**src/rtl/alu_state_rx.sv**
```systemverilog
// alu_state_rx: receiver for the 3-wire ALU-state shift link; deserialises 56-bit frames into ALU fields.
// Optional macro ALU_RX_CHECK_EN adds an ALU recompute of the received frame and the CHECK_FAIL output.
module alu_state_rx #(
    parameter int SYNC_STAGES    = 2,
    parameter int TIMEOUT_CYCLES = 4096,
    parameter int ERR_CNT_W      = 8
) (
    input  logic                 CLK,
    input  logic                 RST,
    input  logic                 S_CLK,
    input  logic                 S_DATA,
    input  logic                 S_RESET,
    output logic [15:0]          X,
    output logic [15:0]          Y,
    output logic [15:0]          OUT,
    output logic                 ZX,
    output logic                 NX,
    output logic                 ZY,
    output logic                 NY,
    output logic                 F,
    output logic                 NO,
    output logic                 NG,
    output logic                 ZR,
    output logic                 FRAME_VALID,
    output logic                 FRAME_ERR,
    output logic [ERR_CNT_W-1:0] ERR_CNT
`ifdef ALU_RX_CHECK_EN
    ,
    output logic                 CHECK_FAIL
`endif
);

    localparam int FLUSH_W = $clog2(SYNC_STAGES + 2);
    localparam logic [FLUSH_W-1:0] FLUSH_DONE = FLUSH_W'(SYNC_STAGES + 1);
    localparam int IDLE_W = $clog2(TIMEOUT_CYCLES + 1);
    localparam logic [IDLE_W-1:0] IDLE_MAX = IDLE_W'(TIMEOUT_CYCLES);
    localparam logic [5:0] LAST_BIT = 6'd55;

    typedef enum logic [1:0] {
        HUNT = 2'd0,
        RECV = 2'd1,
        MARK = 2'd2
    } state_t;

    state_t state, state_n;

    logic [SYNC_STAGES-1:0] clk_sync;
    logic [SYNC_STAGES-1:0] data_sync;
    logic [SYNC_STAGES-1:0] mark_sync;
    logic                   s_clk_q;
    logic                   s_clk_qq;
    logic [FLUSH_W-1:0]     flush_cnt;
    logic                   rise;
    logic                   bit_in;
    logic                   mark_in;

    logic [5:0]             bit_cnt, bit_cnt_n;
    logic [55:0]            shift_q;
    logic [55:0]            frame_q;
    logic [IDLE_W-1:0]      idle_cnt;
    logic                   timeout;
    logic                   shift_en;
    logic                   commit;
    logic                   err;
    logic                   frame_valid_q;
    logic                   frame_err_q;
    logic [ERR_CNT_W-1:0]   err_cnt_q;

    // Rises are suppressed until the synchroniser chain and the edge flop hold real pin
    // samples, so a link idling with S_CLK high does not look like a rise after reset.
    always_ff @(posedge CLK) begin
        if (RST) begin
            clk_sync  <= '0;
            data_sync <= '0;
            mark_sync <= '0;
            s_clk_qq  <= 1'b0;
            flush_cnt <= '0;
        end else begin
            clk_sync  <= {clk_sync[SYNC_STAGES-2:0], S_CLK};
            data_sync <= {data_sync[SYNC_STAGES-2:0], S_DATA};
            mark_sync <= {mark_sync[SYNC_STAGES-2:0], S_RESET};
            s_clk_qq  <= s_clk_q;
            if (flush_cnt != FLUSH_DONE) begin
                flush_cnt <= flush_cnt + 1'b1;
            end
        end
    end

    assign s_clk_q = clk_sync[SYNC_STAGES-1];
    assign bit_in  = data_sync[SYNC_STAGES-1];
    assign mark_in = mark_sync[SYNC_STAGES-1];
    assign rise    = s_clk_q & ~s_clk_qq & (flush_cnt == FLUSH_DONE);
    assign timeout = ~rise & (idle_cnt >= IDLE_MAX - 1'b1);

    always_ff @(posedge CLK) begin
        if (RST) begin
            state   <= HUNT;
            bit_cnt <= '0;
        end else begin
            state   <= state_n;
            bit_cnt <= bit_cnt_n;
        end
    end

    // A rise always takes precedence over the idle timeout, so an early marker landing
    // on the timeout cycle yields exactly one error.
    always_comb begin
        state_n   = state;
        bit_cnt_n = bit_cnt;
        shift_en  = 1'b0;
        commit    = 1'b0;
        err       = 1'b0;
        case (state)
            HUNT: begin
                if (rise && mark_in) begin
                    state_n   = RECV;
                    bit_cnt_n = '0;
                end
            end
            RECV: begin
                if (rise) begin
                    if (mark_in) begin
                        err       = 1'b1;
                        bit_cnt_n = '0;
                    end else begin
                        shift_en  = 1'b1;
                        bit_cnt_n = bit_cnt + 6'd1;
                        if (bit_cnt == LAST_BIT) begin
                            state_n = MARK;
                        end
                    end
                end else if (timeout) begin
                    err       = 1'b1;
                    state_n   = HUNT;
                    bit_cnt_n = '0;
                end
            end
            MARK: begin
                if (rise) begin
                    bit_cnt_n = '0;
                    if (mark_in) begin
                        commit  = 1'b1;
                        state_n = RECV;
                    end else begin
                        err     = 1'b1;
                        state_n = HUNT;
                    end
                end else if (timeout) begin
                    err       = 1'b1;
                    state_n   = HUNT;
                    bit_cnt_n = '0;
                end
            end
            default: begin
                state_n   = HUNT;
                bit_cnt_n = '0;
            end
        endcase
    end

    // FRAME_VALID is a single-cycle strobe with no back-pressure: the field outputs change
    // only in the cycle FRAME_VALID is high and hold until the next strobe.
    always_ff @(posedge CLK) begin
        if (RST) begin
            shift_q       <= '0;
            frame_q       <= '0;
            idle_cnt      <= '0;
            frame_valid_q <= 1'b0;
            frame_err_q   <= 1'b0;
            err_cnt_q     <= '0;
        end else begin
            if (shift_en) begin
                shift_q <= {bit_in, shift_q[55:1]};
            end
            if (commit) begin
                frame_q <= shift_q;
            end
            if (rise) begin
                idle_cnt <= '0;
            end else if (idle_cnt != IDLE_MAX) begin
                idle_cnt <= idle_cnt + 1'b1;
            end
            frame_valid_q <= commit;
            frame_err_q   <= err;
            if (err && (err_cnt_q != {ERR_CNT_W{1'b1}})) begin
                err_cnt_q <= err_cnt_q + 1'b1;
            end
        end
    end

    assign ZR          = frame_q[0];
    assign NG          = frame_q[1];
    assign NO          = frame_q[2];
    assign F           = frame_q[3];
    assign NY          = frame_q[4];
    assign ZY          = frame_q[5];
    assign NX          = frame_q[6];
    assign ZX          = frame_q[7];
    assign OUT         = frame_q[23:8];
    assign Y           = frame_q[39:24];
    assign X           = frame_q[55:40];
    assign FRAME_VALID = frame_valid_q;
    assign FRAME_ERR   = frame_err_q;
    assign ERR_CNT     = err_cnt_q;

`ifdef ALU_RX_CHECK_EN
    logic [15:0] alu_x;
    logic [15:0] alu_y;
    logic [15:0] alu_sum;
    logic [15:0] alu_out;
    logic        alu_ng;
    logic        alu_zr;
    logic        check_fail_q;

    // Recompute from the shift register, which holds the complete frame while in MARK.
    always_comb begin
        alu_x   = shift_q[7] ? 16'h0000 : shift_q[55:40];
        alu_x   = shift_q[6] ? ~alu_x : alu_x;
        alu_y   = shift_q[5] ? 16'h0000 : shift_q[39:24];
        alu_y   = shift_q[4] ? ~alu_y : alu_y;
        alu_sum = shift_q[3] ? (alu_x + alu_y) : (alu_x & alu_y);
        alu_out = shift_q[2] ? ~alu_sum : alu_sum;
        alu_ng  = alu_out[15];
        alu_zr  = (alu_out == 16'h0000);
    end

    always_ff @(posedge CLK) begin
        if (RST) begin
            check_fail_q <= 1'b0;
        end else if (commit) begin
            check_fail_q <= (alu_out != shift_q[23:8]) | (alu_ng != shift_q[1]) |
                            (alu_zr != shift_q[0]);
        end
    end

    assign CHECK_FAIL = check_fail_q;
`endif

endmodule

```
**config.mk**
```make
export PLATFORM = sky130hd
export DESIGN_NAME = alu_state_rx
export DESIGN_NICKNAME = d
export VERILOG_FILES = /design/src/rtl/alu_state_rx.sv
export SDC_FILE = /design/constraint.sdc
export NUM_CORES = 1
export LEC_CHECK = 0
export CAP_MARGIN = 0
export CORE_UTILIZATION = 49
export CTS_CLUSTER_DIAMETER = 60
export DETAILED_ROUTE_END_ITERATION = 8
export PLACE_DENSITY = 0.75
export SYNTH_ARGS = -nofsm -noshare
export SYNTH_HDL_FRONTEND = slang
export SYNTH_SLANG_ARGS = --single-unit
```
**constraint.sdc**
```tcl
create_clock -name CLK -period 2.05 [get_ports CLK]
set_clock_uncertainty 0.1 [all_clocks]
set_input_delay 0.205 -clock CLK [delete_from_list [all_inputs] [get_ports CLK]]
set_output_delay 0.205 -clock CLK [all_outputs]
set_load 0.03 [all_outputs]
```
==> results of run 1 <==
-- area by class of cell --
| cell class | instances | area [um^2] |
|---|---|---|
| Fill cell | 916 | 3790 |
| Sequential cell | 152 | 3050 |
| Multi-Input combinational cell | 499 | 2510 |
| Timing Repair Buffer | 86 | 915 |
| Clock buffer | 20 | 467 |
| Tap cell | 140 | 175 |
| Clock inverter | 12 | 149 |
| Inverter | 7 | 26.3 |
-- layer usage --
layer	GRT usage, %	up-vias
met3	6.52	11
met2	36.5	91
met1	25.2	2231
met4	7.81	0
li1	-	2447
met5	0	-
-- worst max-delay path: cells and delay by family (launching register included) --
family	cells	cell delay, ps
flip-flops	1	350
adder cells (fa/ha/maj)	1	220
AND/OR/NAND/NOR	2	660
AO/OA/AOI/OAI	3	410
buffers and inverters	1	150
-- repair_timing --
item                                    4_1_cts  5_1_grt
endpoints found under the setup margin        6       47
pin swaps                                     0        3
setup buffers                                 0        1
gates resized for setup                       2       19
gates cloned                                  0        1
-- registers in the layout (all words and copies together), names as in the netlist --
| name | flops |
|---|---|
| frame_q | 56 |
| shift_q | 56 |
| idle_cnt | 13 |
| ERR_CNT | 8 |
| bit_cnt | 6 |
| clk_sync | 2 |
| data_sync | 2 |
| flush_cnt | 2 |
| mark_sync | 2 |
| state | 2 |
| FRAME_ERR | 1 |
| FRAME_VALID | 1 |
| s_clk_qq | 1 |
-- where the power goes --
| group | internal [uW] | switching, uW | total, uW | leakage [uW] |
|---|---|---|---|---|
| Combinational | 110 | 151 | 260 | 0.000886 |
| Sequential | 2980 | 27.6 | 3010 | 0.00123 |
| Clock | 2000 | 1180 | 3180 | 0.000294 |
-- kinds of logic after synthesis --
| kind of cell | Yosys count |
|---|---|
| AOI/OAI and AO/OA | 151 |
| xor gates and xnor gates | 10 |
| adders and majority gates | 9 |
| buffers and inverters | 49 |
| DFF | 152 |
| muxes | 4 |
| and+or+nand+nor | 325 |
-- worst paths after layout --
path	from	end	slack (ps)	cells past startpoint
hold / removal	RST	idle_cnt[8]	170	3
setup reg to reg	flush_cnt[0]	state[0]	90	7
setup / recovery	flush_cnt[0]	state[0]	90	7
hold reg to reg	clk_sync[0]	clk_sync[1]	340	1
-- cells in the final DEF, fill, tap and decap left out, drive strengths merged, types with 3 or more instances in the layout --
| cell | synthesis | layout |
|---|---|---|
| or3 | 9 | 9 |
| a31oi | 4 | 4 |
| xor2 | 8 | 8 |
| inv | 7 | 7 |
| dfxtp | 152 | 152 |
| and3 | 4 | 4 |
| nor2b | 8 | 8 |
| buf | 16 | 16 |
| nor2 | 28 | 28 |
| ha | 9 | 9 |
| mux2i | 3 | 3 |
| o21ai | 10 | 10 |
| nor3 | 3 | 3 |
| nand3b | 3 | 3 |
| clkbuf | 26 | 21 |
| nand4 | 4 | 4 |
| nand2 | 237 | 237 |
| clkinv | 0 | 5 |
| a21oi | 126 | 126 |
| clkinvlp | 0 | 4 |
| or2 | 3 | 3 |
| nand3 | 14 | 14 |
| clkdlybuf4s50 | 0 | 69 |
| bufinv | 0 | 3 |
-- metrics by stage --
step / power (uW) / setup WS [ps] / instance area, um^2 / instances / hold WS, ps
final: 6450 / 90.5 / 7290 / 916 / 166
after global routing: 6690 / -3.20 / 7290 / 916 / 175
after CTS: 6460 / -14.9 / 7180 / 914 / 155
after detailed placement: 3280 / -13.4 / 6560 / 882 / 327
after global placement: 3270 / 91.8 / 6560 / 882 / 319
after floorplan: 3230 / 133 / 5670 / 700 / 233
==> qor.yml, run 1 <==
die_h_um: 110
post-route-drc-count: 0
critPathCaptureType: "register"
yosysMostFrequentCell: "nand2_1"
place.gp.congestion: 0.830
synth_top_area_share_pct: 53.7
min_period_ps: 1960
cp-start-kind: "register"
track_usage_pct: 21.3
clk_pin_slew_worst_paths_ps: 60
grt_pass1_vias: 4501
cts-root-buf: "clkbuf_16"
synth-seq-cells: 152
worstMarginPinSlew_ps: 513
cts_tree: "yes"
critPathSlowestCell: "or3_1"
htreeDepth: 4
finalCritPeriodShare_pct: 95.6
numCtsBuffers: 17
n_antenna_cell: 0
synth_top_area_cell: "dfxtp_1"
dp_hpwl_um: 7340
async_reset_ff_share_pct: 0
synth_fp_nets: 714
critical_path.cell_chain: "ha_2, and3b_2, buf_6, a21bo_2, o21ai_0, or3_1, a21oi_1"
wl_met3_um: 460
die_w_um: 110
ir_drop_v: 0.000624
antenna_found_initial: 0
holdBufCountCts: 0
outcome: "finished clean"
syn_avg_cell_area_um2: 8.10
grt_pass1_wl_um: 19900
syn_area_um2: 5670
ant_nets: 0
clock-sinks: 152
vias_per_cell: 5.22
yosysSeqAreaShare_pct: 53.7
synth_ff_type: "dfxtp_1"
hold_class: "in -> reg"
initial_core_util_pct: 51.2
maxCapViolCount: 0
synth-simple-area-share_pct: 24.3
ys_top_cells_by_area: "dfxtp_1 (54%), nand2_1 (16%), a21oi_1 (11%)"
setup_viol: 0
dieArea_um2: 12000
max-slew-margin-rel_pct: 65.8
synthAdderAreaFrac_pct: 1.99
synth_compound_gate_area_share_pct: 14.3
path_class: "reg -> reg"
wl_met1_um: 5370
drt_iter0_drc: 310
critical_path_arrival_ps: 2210
slew_violations: 0
power.leakage_uw: 0.00241
rows: 38
synth_mux_area_share_pct: 0.728
wl_met2_um: 6020
dr.pass1.iters: 4
fmax_mhz: 510
synthDistinctLibCells: 45
synth_top_family_by_area: "simple AND/OR/NAND/NOR gates"
vias: 4780
insertion_delay_ps: 420
grt_max_degree: 88
wl_um: 12000
synth_common_cells: "nand2_1 (237), dfxtp_1 (152), a21oi_1 (126)"
layout-drive-gt1-share_pct: 9.79
clockBufferDepth: 2
path_max_fanout: 7
cp_data_required_time_ps: 2300
nets: 777
syn_inst: 700
portBuffers: 70
fin_util_pct: 65.8
dr.max_layer_used: "met4"
ios: 71
synth_warnings: 0
hold_viol: 0
wl_per_cell_um: 13.1
core-area_um2: 11100
synth_xor_area_share_pct: 1.54
tns_ps: 0
slowest_delay_ps: 370
power_density_nw_per_um2: 885
gr-total-overflow: 0
synth_edf_count: 0
syn_to_final_growth_pct: 28.6
(Power assumes the default switching activity.)
==> run 2, diff against run 1 <==
CORE_UTILIZATION = 59   (was 49)
PLACE_DENSITY = 0.84   (was 0.75)
SETUP_SLACK_MARGIN = 0.5   (was unset)
clock period = 2.4 ns   (was 2.05 ns; I/O delays follow)
==> run 2 against run 1 <==
Against the previous run:
- final cell count grew 1.1%
- setup slack gained 260 ps
- via count grew 12%
- non-clock buffer count grew 19
- sequential share of layout area shrank 1.2 points
- design area grew 4.1%
- critical path type unchanged
- highest routed layer unchanged
==> qor.yml, run 2 (synthesis results as in run 1) <==
nets: 798  # +2.7%
cts_tree: "yes"
use_met3_pct: 6.41  # -0.11 points
clock-sinks: 152  # unchanged
netSwitchingFraction_pct: 24.6  # +3.6 points
hold_viol: 0  # unchanged
drt_iter0_drc: 635  # +100%
hold_end: "clk_sync[0]"
setup_viol: 0  # unchanged
rows: 35  # -7.9%
post-route-drc-count: 0  # unchanged
htreeDepth: 4  # unchanged
syn_to_final_growth_pct: 33.9
core-area_um2: 9280  # -16%
insertion_delay_ps: 530  # +110 ps
critPathCaptureType: "register"
slew_violations: 0  # unchanged
worst_slack_ps: 347  # +256 ps
dr.pass1.iters: 6  # +2
reg.largest.list: "frame_q: 56 flops, shift_q: 56 flops, idle_cnt: 13 flops"
dieArea_um2: 10000  # -17%
hold_class: "in -> reg"
die_h_um: 100  # -8.7%
use_met2_pct: 48.4  # +12 points
critical_path.cell_chain: "ha_4, and3b_2, nand3b_1, nor3b_1, buf_4, nand3_1, a31oi_1"
worstReg2RegEnd: "bit_cnt[3]"
layout-drive-gt1-share_pct: 14.1  # +4.3 points
clockBufferDepth: 2  # unchanged
ir_drop_v: 0.000684  # +9.7%
clk_pin_slew_worst_paths_ps: 70  # about the same
wl_per_cell_um: 16.9  # +29%
tns_ps: 0  # unchanged
dp_slack_ps: 250  # +264 ps
n_antenna_cell: 0  # unchanged
maxCapViolCount: 0  # unchanged
fmax_mhz: 487  # -4.6%
die_w_um: 100  # -8.7%
final_common_cell: "nand2_1"
finalCritPeriodShare_pct: 85.5  # -10 points
portBuffers: 70  # unchanged
gr-total-overflow: 0  # unchanged
r2r_slack_ps: 350  # +260 ps
initial_core_util_pct: 61.1  # +9.9 points
grt_pass1_vias: 4843  # +7.6%
ant_nets: 0  # unchanged
r2r_cells: 7  # unchanged
path_class: "reg -> reg"
cp-start-kind: "register"
rsz0062_at_grt: "no"
power.leakage_uw: 0.00325  # +35%
p_seq_share_pct: 47.3  # +0.6 points
grtUsageMet1_pct: 32.9  # +7.7 points
place.gp.congestion: 0.813  # -2.0%
dpl.cell_count: 868  # -1.6%
clkPwrFrac_pct: 47.7  # -1.6 points
vias: 5368  # +12%
gr-max-usage-layer: "met2"
vias_per_cell: 5.80  # +11%
wl_um: 15600  # +30%
final_cell_mix: "nand2_1 (236), dfxtp_1 (134), a21oi_1 (126)"
critPathSlowestCell: "dfxtp_2"
critical_path_arrival_ps: 2400  # +190 ps
track_usage_pct: 27.4  # +6.1 points
grt_max_degree: 80  # -9.1%
max-slew-margin-rel_pct: 70.5  # +4.7 points
min_period_ps: 2050  # +93.5 ps
combPwrFrac_pct: 5.0  # +1.0 points
path_max_fanout: 6  # -1
dp_hpwl_um: 7480  # +1.9%
worstHoldStart: "S_CLK"
p_int_uw: 4120  # -19%
power_density_nw_per_um2: 720  # -19%
cp_data_required_time_ps: 2750  # +450 ps
outcome: "finished clean"
grt_pass1_wl_um: 22000  # +10%
worstMarginPinSlew_ps: 443  # -70.0 ps
slowest_delay_ps: 370  # about the same
antenna_found_initial: 0  # unchanged
min_path_cells: 2  # -1
numCtsBuffers: 17  # unchanged
reg2reg_from: "flush_cnt[0]"
post_layout_nonfiller_instances: 926  # +1.1%
fin_util_pct: 81.7  # +16 points
p_switching_uw: 1340  # -1.1%
cts-root-buf: "clkbuf_8"
ios: 71  # unchanged
## run 2: cell types whose count changed in the layout (fill, tap and decap cells not counted), sizes merged, moves of 2 or more
cell           delta
dlymetal6s2s     +36
bufinv            -2
buf              +17
dlygate4sd2      +13
clkinvlp          -2
clkdlybuf4s50    -49
clkinv            -3
inv               +9
## run 2: critical path, delay by kind of cell (launching register included)
kind | cells | cell delay (ps)
compound gates | 1 | 210
flops | 1 | 370
simple gates | 4 | 930
buf+inv | 1 | 200
fa+ha+maj | 1 | 170
## run 2: cell type report
type	instances	area, um^2
Clock buffer	18	428
Timing Repair Buffer	105	1130
Sequential cell	152	3080
Multi-Input combinational cell	501	2600
Inverter	7	31.3
Clock inverter	14	154
Tap cell	129	161
Fill cell	522	1700
## run 2: worst max-delay path by stage
stage / cells after the start / startpoint / endpoint / slack [ps]
floorplan: 7 / flush_cnt[0] / bit_cnt[3] / 510
global placement: 6 / flush_cnt[0] / ERR_CNT[4] / 350
detailed placement: 6 / flush_cnt[0] / ERR_CNT[3] / 250
CTS: 8 / state[1] / ERR_CNT[3] / 500
global route: 7 / flush_cnt[0] / bit_cnt[3] / 320
finish: 7 / flush_cnt[0] / bit_cnt[3] / 350
## run 2: what timing repair did
item	in CTS	in global routing
hold buffers	1	0
hold endpoints to repair	15	0
setup buffers	4	17
resized for setup	39	65
endpoints found under the setup margin	141	132
cloned	2	2
pin swaps	4	11
## run 2: routing by layer
layer	up-vias	wire, um
met5	-	0
met1	2524	6040
li1	2495	-
met4	0	456
met2	293	7970
met3	56	1160
## run 2: power by group through the flow
stage,clock (uW),combinational [uW],sequential [uW]
floorplan,0,142,2620
CTS,2610,230,2570
global route,2750,290,2580
global placement,0,185,2620
detailed placement,0,197,2620
finish,2610,273,2580
## run 2: per-stage QoR
stage	hold slack [ps]	total power [uW]	cell area [um^2]
after floorplan	268	2760	5670
after global placement	331	2800	6500
after detailed placement	327	2820	6500
after CTS	185	5410	7250
after global routing	177	5620	7590
final	180	5460	7590
==> run 3, diff against run 2 <==
RECOVER_POWER = 50   (was unset)
==> run 3 against run 2 <==
Against the previous run:
- clock power about the same
- die area unchanged
- global-route usage unchanged
- utilization decreased by 3.7 points
- sequential cell count unchanged
- setup slack got worse by 38 ps
- first-iteration DRC count decreased by 5.4%
- wire length decreased by 0.42%
- design area decreased by 4.5%
- non-clock buffer count unchanged
- combinational power about the same
- final cell count unchanged
- critical path type unchanged
- largest cell class unchanged
==> qor.yml, run 3 (synthesis results as in run 1) <==
holdWs_ps: 181  # +1.31 ps
slowest_delay_ps: 410  # +40 ps
cts-root-buf: "clkbuf_8"
syn_to_final_growth_pct: 27.9
final_common_cell: "nand2_1"
cp_data_required_time_ps: 2740  # about the same
rsz0062_at_grt: "no"
critPathSlowestCell: "dfxtp_1"
core-area_um2: 9280  # unchanged
vias: 5395  # +0.50%
slew_violations: 0  # unchanged
critical_path_arrival_ps: 2430  # +30 ps
cts_tree: "yes"
wl_per_cell_um: 16.8  # -0.42%
min_period_ps: 2090  # +38.3 ps
die_h_um: 100  # unchanged
post-route-drc-count: 0  # unchanged
antenna_found_initial: 0  # unchanged
numCtsBuffers: 17  # unchanged
insertion_delay_ps: 530  # about the same
hold_viol: 0  # unchanged
reg.largest.list: "frame_q: 56 flops, shift_q: 56 flops, idle_cnt: 13 flops"
final_cell_area_um2: 7250  # -4.5%
fmax_mhz: 478  # -1.8%
path_class: "reg -> reg"
power_density_nw_per_um2: 752  # +4.5%
initial_core_util_pct: 61.1  # unchanged
path_buf_inv: 1  # unchanged
ios: 71  # unchanged
rows: 35  # unchanged
gr-total-overflow: 0  # unchanged
worstMarginPinSlew_ps: 888  # +445 ps
ir_drop_v: 0.000682  # -0.23%
ant_nets: 0  # unchanged
n_antenna_cell: 0  # unchanged
final_cell_mix: "nand2_1 (237), dfxtp_1 (135), a21oi_1 (126)"
drt_iter0_drc: 601  # -5.4%
layout-drive-gt1-share_pct: 13.0  # -1.0 points
fill_cells: 607  # +16%
grt_max_degree: 80  # unchanged
crit_cells: 7  # unchanged
dp_hpwl_um: 7480  # unchanged
die_w_um: 100  # unchanged
vias_per_cell: 5.83  # +0.50%
multi_input_area_um2: 2580  # -0.58%
critPathCaptureType: "register"
wl_um: 15600  # -0.42%
setup_viol: 0  # unchanged
dr.pass1.iters: 6  # unchanged
finalCritPeriodShare_pct: 87.1  # +1.6 points
max-slew-margin-rel_pct: 40.8  # -30 points
clk_pin_slew_worst_paths_ps: 60  # about the same
maxCapViolCount: 0  # unchanged
outcome: "finished clean"
place.gp.congestion: 0.813  # unchanged
htreeDepth: 4  # unchanged
nets: 798  # unchanged
postPlaceCellArea_um2: 6500  # unchanged
seq_area_um2: 3080  # about the same
r2r_cells: 7  # unchanged
tns_ps: 0  # unchanged
path_max_fanout: 6  # unchanged
dp_slack_ps: 250  # unchanged
power.leakage_uw: 0.00248  # -24%
hold_class: "in -> reg"
worst_slack_ps: 309  # -38.3 ps
clockBufferDepth: 2  # unchanged
grt_pass1_vias: 4843  # unchanged
dieArea_um2: 10000  # unchanged
track_usage_pct: 27.4  # unchanged
portBuffers: 70  # unchanged
critical_path.cell_chain: "ha_4, and3b_2, nand3b_1, nor3b_1, buf_4, nand3_1, a31oi_1"
cp-start-kind: "register"
grt_pass1_wl_um: 22000  # unchanged
crit_family: "simple AND/OR/NAND/NOR gates"
min_path_cells: 2  # unchanged
clock-sinks: 152  # unchanged
-- run 3: worst reg2reg max path: stages (launching register included) --
cell	delay (ps)
dfxtp_1	410
ha_4	190
and3b_2	320
nand3b_1	200
nor3b_1	280
buf_4	200
nand3_1	110
a31oi_1	210
-- run 3: worst paths after layout --
path | start | endpoint | slack (ps)
worst min register to register | data_sync[0] | data_sync[1] | 340
worst min-delay path | S_CLK | clk_sync[0] | 180
worst max register to register | flush_cnt[0] | bit_cnt[3] | 310
worst max-delay path | flush_cnt[0] | bit_cnt[3] | 310
-- run 3: what timing repair did --
item | in CTS | in global routing
resized for setup | 39 | 65
setup buffers | 4 | 17
hold buffers | 1 | 0
setup endpoints to repair | 141 | 132
pin swaps | 4 | 11
endpoints found under the hold margin | 15 | 0
cloned | 2 | 2
-- run 3: cell type report --
cell class / count / share of cell area [%]
Tap cell: 129 / 2.23
Timing Repair Buffer: 105 / 11.2
Clock inverter: 14 / 2.12
Sequential cell: 152 / 42.5
Clock buffer: 18 / 5.90
Inverter: 7 / 0.431
Multi-Input combinational cell: 501 / 35.6
-- run 3: power breakdown --
part | internal (uW) | total, uW | switching (uW)
sequential | 2550 | 2580 | 34.9
combinational | 118 | 270 | 152
clock | 1450 | 2600 | 1150
-- run 3: metrics by stage --
stage / total power [uW] / util, % / instances
floorplan: 2760 / - / 700
global route: 5620 / 78.1 / 926
finish: 5450 / 78.1 / 926
CTS: 5410 / 78.0 / 907
detailed placement: 2820 / 70.1 / 868
global placement: 2800 / 70.1 / 868
-- run 3: metal layers --
layer,track usage [%],vias up,wire (um)
met4,9.14,0,415
met2,48.4,294,7940
li1,-,2500,-
met1,32.9,2546,6040
met5,0,-,0
met3,6.41,55,1160
==> patch 1: new RTL, config.mk and constraints of run 1 <==
The option `ALU_RX_CHECK_EN` is turned on by a define.
--- a/src/rtl/alu_state_rx.sv
+++ b/src/rtl/alu_state_rx.sv
@@ -1,5 +1,7 @@
 // alu_state_rx: receiver for the 3-wire ALU-state shift link; deserialises 56-bit frames into ALU fields.
 // Optional macro ALU_RX_CHECK_EN adds an ALU recompute of the received frame and the CHECK_FAIL output.
+`define ALU_RX_CHECK_EN
+
 module alu_state_rx #(
     parameter int SYNC_STAGES    = 2,
     parameter int TIMEOUT_CYCLES = 4096,
Check against the original RTL (old outputs only; new: CHECK_FAIL): equivalent (Yosys induction, for registers that start in step).
==> patch 1 against run 1 <==
The run now ends with negative setup slack left; largest cell class is now multi-input combinational cells; wire length grew 67%; total power shrank 5.0%; utilization grew 4.9 points; die area grew 34%; synthesized cell count grew 40%; area after synthesis grew 34%; final area grew 47%; non-clock buffer count grew 155; worst setup slack lost 1.7 ns; sequential cell count grew 1; critical endpoint is now CHECK_FAIL; highest routed layer unchanged; worst hold slack lost 0.080 ns.
==> patch 1: results (changes against run 1) <==
stage,metric,value,unit,change
run_status,status,"finished, violations left",,
run_status,failing checks,negative setup slack,,
placement,dpl cells,1332,,+51%
finish,Multi-input gate area,4710,sq um,+88%
finish,final core utilization,70.7,%,+4.9 points
yosys,Synth cell types,64,,+42%
timing,Setup TNS,-2.67,ns,-2.67 ns
power,P_clk,2.92,mW,-8.2%
floorplanning,die area,16100,sq um,+34%
drt,DR vias,7294,,+53%
finish,Non-Clock Buffer Area Fraction,19.7,%,+7.2 points
finish,share of cells above drive strength 1,24.0,%,+14 points
placement,pre-CTS setup slack,-1.66,ns,-1.65 ns
placement,port bufs,71,,+1.4%
finish,Fillers,1125,,+23%
finish,number of multi-input logic gates,752,,+51%
global_routing,largest net degree at the start of global routing,69,,-22%
yosys,Mean Syn Cell Area,7.79,sq um,-3.8%
placement,GPL Wtd Cong,0.883,,+6.5%
yosys,"top cells by count, synth","nand2_1, dfxtp_1, a21oi_1",,
drt,"wirelength, routed",20100,microns,+67%
yosys,Synthesized Nets,1009,,+41%
power,leakage,4.04,nW,+68%
finish,Clock-cell share,5.05,%,-3.4 points
global_routing,first-pass GRT wire length,32500,microns,+63%
power,clock share of power,47.6,%,-1.7 points
finish,bufs w/o clock,241,,+180%
worst_setup_path,crit path DAT,3.83,ns,+1.62 ns
finish,Nets,1210,,+56%
power,combinational share of power,3.2,%,-0.8 points
timing,endpoints failing setup,10,,+10
worst_setup_path,FF-to-FF End,CHECK_FAIL,,
drt,detailed router's first-iteration violation count,464,,+50%
timing,final setup margin,-1.57,ns,-1.66 ns
power,Max rail drop VDD,0.610,mV,-2.1%
clock_tree,post_cts resized,49,,+47
worst_setup_path,Worst R2R Path Depth,13,,+6
timing,slew at the pin with the worst max-slew slack,0.573,ns,+0.0601 ns
placement,post-DP HPWL,13700,microns,+87%
finish,Seq/total area,28.7,%,-13 points
worst_setup_path,Worst R2R Start,shift_q[5],,
worst_setup_path,Critical Path Fanout Max,9,,+2
placement,DP Area,9700,sq um,+48%
yosys,sequential area share after synthesis,40.2,%,-13 points
clock_tree,# clock sinks,153,,+0.66%
drt,post-DR vias/cell,5.29,,+1.4%
## patch 1: changes by cell type after synthesis, sizes merged, moves of 16 or more
cell / before / now
nand2: 237 / 257
nor2: 28 / 60
clkbuf: 26 / 49
nand2b: 1 / 35
a21oi: 126 / 145
ha: 9 / 25
xnor2: 2 / 55
## patch 1: how the worst max path moves through the flow
stage / end / startpoint / cells after the start / slack [ns]
global route: CHECK_FAIL / shift_q[5] / 13 / -1.76
global placement: CHECK_FAIL / shift_q[5] / 15 / -1.56
finish: CHECK_FAIL / shift_q[5] / 13 / -1.57
detailed placement: CHECK_FAIL / shift_q[7] / 14 / -1.66
CTS: CHECK_FAIL / shift_q[7] / 14 / -1.41
floorplan: CHECK_FAIL / shift_q[7] / 17 / -1.69
## patch 1: cells by family after synthesis
group | after synthesis | share of synthesized area (%)
adders and majority gates | 26 | 4.37
xor gates and xnor gates | 74 | 8.61
AOI/OAI and AO/OA | 201 | 15.3
and+or+nand+nor | 436 | 25.3
muxes | 15 | 2.09
DFF | 153 | 40.2
buffers and inverters | 73 | 4.09
## patch 1: layer usage
metal	wire length [microns]	vias up	GRT usage, %
met3	709	43	4.89
met4	478	0	9.45
met5	0	-	0
met1	8880	3446	30.9
li1	-	3668	-
met2	9990	137	43.9
## patch 1: worst max-delay path: stages, from the launching register on
cell and delay [ns]:
dfxtp_4 0.36, buf_4 0.16, nand2b_1 0.15, xnor2_1 0.25, ha_1 0.33, a21oi_1 0.24, a21boi_1 0.40, a2111oi_4 0.10
a221oi_2 0.25, or4b_1 0.49, o22a_1 0.23, a2111oi_4 0.21, xnor2_1 0.16, a31oi_1 0.09
==> patch 2: new RTL, config.mk and constraints of run 1 <==
Without the edit above. The output `FRAME_ERR` loses its register stage (`frame_err_q` becomes a continuous assignment).
--- a/src/rtl/alu_state_rx.sv
+++ b/src/rtl/alu_state_rx.sv
@@ -166,7 +166,6 @@
             frame_q       <= '0;
             idle_cnt      <= '0;
             frame_valid_q <= 1'b0;
-            frame_err_q   <= 1'b0;
             err_cnt_q     <= '0;
         end else begin
             if (shift_en) begin
@@ -181,12 +180,13 @@
                 idle_cnt <= idle_cnt + 1'b1;
             end
             frame_valid_q <= commit;
-            frame_err_q   <= err;
             if (err && (err_cnt_q != {ERR_CNT_W{1'b1}})) begin
                 err_cnt_q <= err_cnt_q + 1'b1;
             end
         end
     end
+
+    assign frame_err_q = err;
 
     assign ZR          = frame_q[0];
     assign NG          = frame_q[1];
Formal check against the unedited RTL: not equivalent (Yosys sat finds a counterexample within 10 cycles, from zero or initial values and one cycle with RST high).
==> patch 2 against run 1 <==
Total power grew 2.2%; sequential power is essentially flat; critical endpoint is now ERR_CNT[5]; non-clock buffer count grew 16; area after synthesis is essentially flat; worst hold slack gained 0.10 ns; sequential cell count shrank 1; count of clock-buffer cells in the layout is the same; clock power grew 3%; final area grew 2.6%; via count grew 5.1%; wire length grew 7.8%; worst setup slack lost 0.026 ns; synthesized cell count grew 0.57%.
==> patch 2: results (changes against run 1) <==
stage,metric,value,unit,change
yosys,Area contributors post-synth,"dfxtp_1, nand2_1, a21oi_1",,
timing,Max Clock Freq,0.504,GHz,-1.3%
placement,pre-CTS setup slack,-0.0644,ns,-0.0510 ns
global_routing,Tot GR Track Use,23.0,%,+1.7 points
drt,drt wl/cell,13.8,microns,+5.5%
timing,Slew HR,60.4,%,-5.5 points
hold_path,Worst Hold Launch,S_CLK,,
yosys,sequential area share after synthesis,53.3,%,-0.36 points
finish,share of cells above drive strength 1,13.2,%,+3.4 points
hold_path,Hold Path Sink,clk_sync[0],,
drt,detailed router's first-iteration violation count,381,,+23%
placement,post-DP HPWL,7880,microns,+7.4%
power,leakage,2.53,nW,+4.9%
yosys,Synth cell types,41,,-8.9%
worst_setup_path,r2r setup slk,0.06,ns,-0.03 ns
drt,DR vias,5026,,+5.1%
global_routing,largest net degree at the start of global routing,61,,-31%
yosys,Mapped Cells,704,,+0.57%
yosys,Synthesized Nets,718,,+0.56%
worst_setup_path,Critical Path Fanout Max,8,,+1
run_status,status,completed,,
worst_setup_path,Worst R2R Path Depth,6,,-1
worst_setup_path,FF-to-FF End,ERR_CNT[5],,
placement,GPL Wtd Cong,0.881,,+6.2%
hold_path,hold depth,2,,-1
-- patch 2: changes by cell type after synthesis, sizes merged, moves of 4 or more --
cell    delta
buf       -13
or3        -4
o31ai      +5
clkbuf    +13
xnor2      +4
xor2       -4
-- patch 2: area by class of cell --
cell class,count,share of cell area (%)
Sequential cell,151,40.8
Clock buffer,20,6.11
Tap cell,140,2.34
Clock inverter,12,2.34
Timing Repair Buffer,102,13.3
Multi-Input combinational cell,501,34.6
Inverter,10,0.535
-- patch 2: routing by layer --
layer,GRT usage [%],up-vias,wire length [microns]
met5,0,-,0
met4,11.0,0,258
met3,5.69,26,617
met2,37.3,159,6370
met1,28.7,2337,5680
li1,-,2504,-
-- patch 2: logic make-up after synthesis --
| family | count (synthesis) | synth area share [%] |
|---|---|---|
| AOI/OAI and AO/OA | 155 | 14.6 |
| buffers and inverters | 52 | 3.46 |
| xor gates and xnor gates | 10 | 1.54 |
| muxes | 2 | 0.375 |
| adders and majority gates | 9 | 1.99 |
| and+or+nand+nor | 325 | 24.7 |
| DFF | 151 | 53.3 |
-- patch 2: critical path, stage by stage (launching register included) --
cell      delay (ns)
dfxtp_4         0.37
nand4_4         0.12
nor4_4          0.37
o211ai_4        0.16
buf_6           0.16
or4_4           0.51
a21oi_2         0.13
-- patch 2: power by group --
part           leakage, nW  internal [mW]  total (mW)  switching, mW
Clock                0.290           2.09        3.29           1.20
Sequential            1.23           2.97        3.00         0.0347
Combinational         1.01          0.130       0.306          0.176
Total                 2.53           5.19        6.60           1.41
-- patch 2: timing repair --
action,4_1_cts,5_1_grt
hold buffers,1,0
pin swaps,5,5
buffers inserted,8,2
gates cloned,0,0
endpoints found under the setup margin,9,8
resized for setup,35,11
hold endpoints to repair,5,0
